[config.mk]
export PLATFORM = sky130hd
export DESIGN_NAME = alu_br_resolve
export DESIGN_NICKNAME = d
export VERILOG_FILES = /design/src/rtl/alu_br_resolve.sv
export SDC_FILE = /design/constraint.sdc
export NUM_CORES = 1
export LEC_CHECK = 0
export CORE_MARGIN = 2
export CORE_UTILIZATION = 50
export CTS_BUF_LIST = sky130_fd_sc_hd__clkbuf_16
export DETAILED_ROUTE_END_ITERATION = 6
export PLACE_DENSITY_LB_ADDON = 0.25
export SLEW_MARGIN = 20
export SYNTH_ARGS = -nofsm -noshare
export SYNTH_HDL_FRONTEND = slang
export SYNTH_SLANG_ARGS = --single-unit
[constraint.sdc]
create_clock -name clk -period 12.3 [get_ports clk]
set_input_delay 1.845 -clock clk [delete_from_list [all_inputs] [get_ports clk]]
set_output_delay 1.845 -clock clk [all_outputs]
set_load 0.01 [all_outputs]
[src/rtl/alu_br_resolve.sv]
// Keeps the oldest ALU mispredict report (relative to commit_head) and offers it as a fetch redirect.
// Drives commit_kill for entries younger than the held branch until the post-handshake shadow expires.
module alu_br_resolve #(
  parameter int NALU     = 2,
  parameter int RV       = 64,
  parameter int NCOMMIT  = 32,
  parameter int LNCOMMIT = 5,
  parameter int BDEC     = 4
) (
  input  logic                       clk,
  input  logic                       reset,
  input  logic                       flush,
  input  logic [LNCOMMIT-1:0]        commit_head,
  input  logic [NALU-1:0]            br_enable,
  input  logic [NALU*LNCOMMIT-1:0]   br_addr,
  input  logic [NALU*(RV-1)-1:0]     br_dest,
  input  logic [NALU-1:0]            br_short,
  input  logic [NALU*(BDEC-1)-1:0]   br_dec,
  output logic                       redirect_valid,
  input  logic                       redirect_ready,
  output logic [RV-2:0]              redirect_pc,
  output logic [LNCOMMIT-1:0]        redirect_addr,
  output logic                       redirect_short,
  output logic [BDEC-2:0]            redirect_dec,
  output logic [NCOMMIT-1:0]         commit_kill,
  output logic                       busy
);

  typedef enum logic [1:0] {IDLE = 2'd0, PEND = 2'd1, SHADOW = 2'd2} state_t;

  state_t               state, state_nxt;
  logic [1:0]           scnt, scnt_nxt;
  logic                 take;
  logic                 older;
  logic                 cand_v;
  logic [LNCOMMIT-1:0]  cand_addr, cand_age, nxt_addr;
  logic [RV-2:0]        cand_dest;
  logic                 cand_short;
  logic [BDEC-2:0]      cand_dec;
  logic [NCOMMIT-1:0]   kill_nxt;

  function automatic logic [LNCOMMIT-1:0] age(input logic [LNCOMMIT-1:0] x,
                                              input logic [LNCOMMIT-1:0] h);
    return x - h;
  endfunction

  // Strict less-than keeps the lowest ALU index on an age tie.
  always_comb begin
    cand_v     = 1'b0;
    cand_addr  = '0;
    cand_age   = '1;
    cand_dest  = '0;
    cand_short = 1'b0;
    cand_dec   = '0;
    for (int k = 0; k < NALU; k++) begin
      if (br_enable[k] &&
          (!cand_v || age(br_addr[k*LNCOMMIT +: LNCOMMIT], commit_head) < cand_age)) begin
        cand_v     = 1'b1;
        cand_addr  = br_addr[k*LNCOMMIT +: LNCOMMIT];
        cand_age   = age(br_addr[k*LNCOMMIT +: LNCOMMIT], commit_head);
        cand_dest  = br_dest[k*(RV-1) +: (RV-1)];
        cand_short = br_short[k];
        cand_dec   = br_dec[k*(BDEC-1) +: (BDEC-1)];
      end
    end
  end

  always_comb begin
    state_nxt = state;
    scnt_nxt  = scnt;
    take      = 1'b0;
    older     = cand_v && (cand_age < age(redirect_addr, commit_head));
    case (state)
      IDLE: begin
        if (cand_v) begin
          take      = 1'b1;
          state_nxt = PEND;
        end
      end
      PEND: begin
        // An older report wins over a same-cycle handshake; fetch must take it too.
        if (older) begin
          take = 1'b1;
        end else if (redirect_ready) begin
          state_nxt = SHADOW;
          scnt_nxt  = 2'd2;
        end
      end
      SHADOW: begin
        if (older) begin
          take      = 1'b1;
          state_nxt = PEND;
        end else begin
          scnt_nxt = scnt - 2'd1;
          if (scnt == 2'd1) state_nxt = IDLE;
        end
      end
      default: state_nxt = IDLE;
    endcase
    if (flush) begin
      state_nxt = IDLE;
      scnt_nxt  = 2'd0;
      take      = 1'b0;
    end
  end

  always_comb begin
    kill_nxt = '0;
    nxt_addr = take ? cand_addr : redirect_addr;
    for (int i = 0; i < NCOMMIT; i++) begin
      kill_nxt[i] = (state_nxt != IDLE) &&
                    (age(LNCOMMIT'(i), commit_head) > age(nxt_addr, commit_head));
    end
  end

  always_ff @(posedge clk or posedge reset) begin
    if (reset) begin
      state          <= IDLE;
      scnt           <= 2'd0;
      redirect_valid <= 1'b0;
      redirect_pc    <= '0;
      redirect_addr  <= '0;
      redirect_short <= 1'b0;
      redirect_dec   <= '0;
      commit_kill    <= '0;
      busy           <= 1'b0;
    end else begin
      state          <= state_nxt;
      scnt           <= scnt_nxt;
      redirect_valid <= (state_nxt == PEND);
      busy           <= (state_nxt != IDLE);
      commit_kill    <= kill_nxt;
      if (flush) begin
        redirect_pc    <= '0;
        redirect_addr  <= '0;
        redirect_short <= 1'b0;
        redirect_dec   <= '0;
      end else if (take) begin
        redirect_pc    <= cand_dest;
        redirect_addr  <= cand_addr;
        redirect_short <= cand_short;
        redirect_dec   <= cand_dec;
      end
    end
  end

endmodule

==> results.sh <==
export IMPL_synth_area_leader_cell="dfrtp_1"
export IMPL_grt_max_degree=79
export IMPL_syn_area_um2=7610
export IMPL_gp_congestion=0.943
export IMPL_power_density_nw_per_um2=186
export IMPL_grt_pass1_wl_um=36600
export IMPL_min_from="redirect_pc[41]"
export IMPL_grt_busiest_layer="met2"
export IMPL_hold_class="flip-flop to flip-flop"
export IMPL_initial_core_util=0.506
export IMPL_io_buffers=260
export IMPL_stdcell_area_um2=10600
export IMPL_track_usage=0.284
export IMPL_antenna_found_initial=0
export IMPL_n_fill_cell=1192
export IMPL_cts_tree="yes"
export IMPL_syn_nets=1050
export IMPL_hold_ws_ns=0.490
export IMPL_drtIter0Drc=565
export IMPL_cts_root_buf="clkbuf_16"
export IMPL_mostFrequentLayoutCells="clkdlybuf4s50_1 (259), a21oi_1 (135), dfrtp_1 (110)"
export IMPL_die_w_um=127
export IMPL_htree_levels=3
export IMPL_tns_ns=0
export IMPL_drv_slew=0
export IMPL_fin_crit_ns=9.50
export IMPL_crit_type="input port to flip-flop"
export IMPL_worst_path_buf_inv=2
export IMPL_worstSetupStartpoint="commit_head[1]"
export IMPL_yosysSeqAreaShare=0.362
export IMPL_syn_to_final_growth_pct=39.1
export IMPL_drive_above_1_share=0.0364
export IMPL_die_y_um=127
export IMPL_hold_violations=0
export IMPL_clk_pin_slew_worst_paths_ns=0.07
export IMPL_slew_headroom=0.503
export IMPL_clock_sinks=110
export IMPL_io_pins=261
export IMPL_drtPass1Iterations=5
export IMPL_synth_cells=816
export IMPL_multi_input_area_um2=4450
export IMPL_vias_per_cell=5.83
export IMPL_power_leakage_nw=4.76
export IMPL_synthTopCellsByArea="dfrtp_1 (36%), ha_1 (12%), a21oi_1 (9.0%)"
export IMPL_core_rowCount=45
export IMPL_wire_per_inst_um=18.8
export IMPL_synth_async_reset_ratio=1.00
export IMPL_peakVddDrop_v=0.000162
export IMPL_grt_use_met3=0.0503
export IMPL_worst_slack_ns=2.80
export IMPL_seq_area_um2=2750
export IMPL_ctsResizeCount=0
export IMPL_drv_cap=0
export IMPL_antenna_cells=0
export IMPL_setup_worst_path_start_class="input port"
export IMPL_place_ws_ns=2.51
export IMPL_synth_edff_count=0
export IMPL_tightest_slew_ns=0.746
export IMPL_gr_total_overflow=0
export IMPL_dieArea_um2=16200
export IMPL_dpl_hpwl_um=17300
export IMPL_grt_util_met2=0.460
export IMPL_syn_area_per_cell_um2=9.32
export IMPL_cpPeakStageDelay_ns=0.72
export IMPL_slowest_stage="clkdlybuf4s50_1"
export IMPL_synth_top_area_frac=0.362
export IMPL_finClkSkew_ns=0.0113
export IMPL_ys_types=55
export IMPL_drc=0
export IMPL_status="completed"
export IMPL_cts_hold_buf=0
export IMPL_cts_buffers=9
export IMPL_insertion_delay_ns=0.36
export IMPL_core_region_area_um2=15000
export IMPL_cp_arrival_ns=9.74
export IMPL_worstSetupEndpointType="flip-flop"
export IMPL_mostFrequentLayoutCell="clkdlybuf4s50_1"
export IMPL_grtUsageMet1=0.378
export IMPL_post_cts_setup_buffer_count=0
export IMPL_grt_pass1_vias=6798
export IMPL_post_route_period_util=0.773
export IMPL_r2r_start="redirect_addr[0]"
export IMPL_ys_ff_latch=110
export IMPL_fmax_mhz=105
export IMPL_grt_setup_unrepaired="no"
export IMPL_cp_max_fo=42
export IMPL_synth_warnings=0
export IMPL_placed_area_um2=10300
export IMPL_setup_violations=0
export IMPL_ys_flop_type="dfrtp_1"
export IMPL_fin_nets=1274
export IMPL_cpMostUsedCell="ha_1"
export IMPL_dr_total_vias=7181
export IMPL_path_delay_family="compound AO/OA/AOI/OAI gates"
export IMPL_ant_nets=0
export IMPL_clk_path_buf_depth=2
export IMPL_required_ns=12.54
export IMPL_wl_um=23200
-- sequential cells by signal (all words and copies together) (netlist names) --
signal	flops
redirect_pc	63
scnt	2
redirect_dec	3
redirect_short	1
commit_kill	32
redirect_addr	5
busy	1
redirect_valid	1
state	2
-- per-stage QoR --
| stage | power (mW) | cells | util |
|---|---|---|---|
| final | 1.97 | 1232 | 0.704 |
| after CTS | 1.97 | 1232 | 0.704 |
| after floorplan | 1.21 | 816 | - |
| after detailed placement | 1.66 | 1217 | 0.683 |
| after global routing | 2.11 | 1232 | 0.704 |
| after global placement | 1.63 | 1217 | 0.683 |
-- worst paths after layout --
path | endpoint | slack, ns | cells past startpoint
worst max-delay path | commit_kill[21] | 2.80 | 32
worst min-delay path | redirect_pc[41] | 0.49 | 1
worst max register to register | commit_kill[21] | 6.22 | 25
worst min register to register | redirect_pc[41] | 0.49 | 1
max in group asynchronous | redirect_pc[47] | 9.21 | 3
min in group asynchronous | commit_kill[7] | 1.93 | 2
-- power by group --
group / internal, mW / switching [mW]
Sequential: 0.475 / 0.0553
Combinational: 0.514 / 0.620
Clock: 0.161 / 0.144
-- synth_stat cells (all sizes together) (2+ instances only) --
| cell | n |
|---|---|
| a21o | 18 |
| a21oi | 137 |
| a22oi | 11 |
| a31oi | 7 |
| and2 | 5 |
| and3 | 73 |
| buf | 26 |
| clkbuf | 30 |
| dfrtp | 110 |
| fa | 4 |
| ha | 75 |
| inv | 46 |
| mux2i | 3 |
| nand2 | 16 |
| nand2b | 3 |
| nand3 | 5 |
| nand3b | 2 |
| nand4 | 5 |
| nor2 | 31 |
| nor2b | 9 |
| nor3 | 5 |
| o211ai | 2 |
| o21a | 8 |
| o21ai | 27 |
| o21bai | 2 |
| o221a | 2 |
| o22ai | 3 |
| o2bb2ai | 69 |
| o31ai | 23 |
| xnor2 | 34 |
| xor2 | 9 |
-- cells by family (layout without fill, tap and decap cells) --
family,after synthesis,after routing,synth area share
mux,4,4,0.00756
buf+inv,102,330,0.0581
flops,110,110,0.362
fa+ha+maj,79,79,0.134
compound gates,319,319,0.274
simple gates,159,159,0.115
xor+xnor,43,43,0.0495
-- layout make-up --
class | count | share of cell area
Clock inverter | 6 | 0.00757
Multi-Input combinational cell | 604 | 0.420
Inverter | 46 | 0.0166
Clock buffer | 9 | 0.0213
Timing Repair Buffer | 269 | 0.252
Tap cell | 188 | 0.0222
Sequential cell | 110 | 0.260
-- routing by layer --
layer | part of all wire | up-vias
met3 | 0.058 | 51
met1 | 0.42 | 3419
met2 | 0.48 | 262
li1 | - | 3449
met4 | 0.038 | 0
met5 | 0 | -
(Power assumes the default switching activity.)
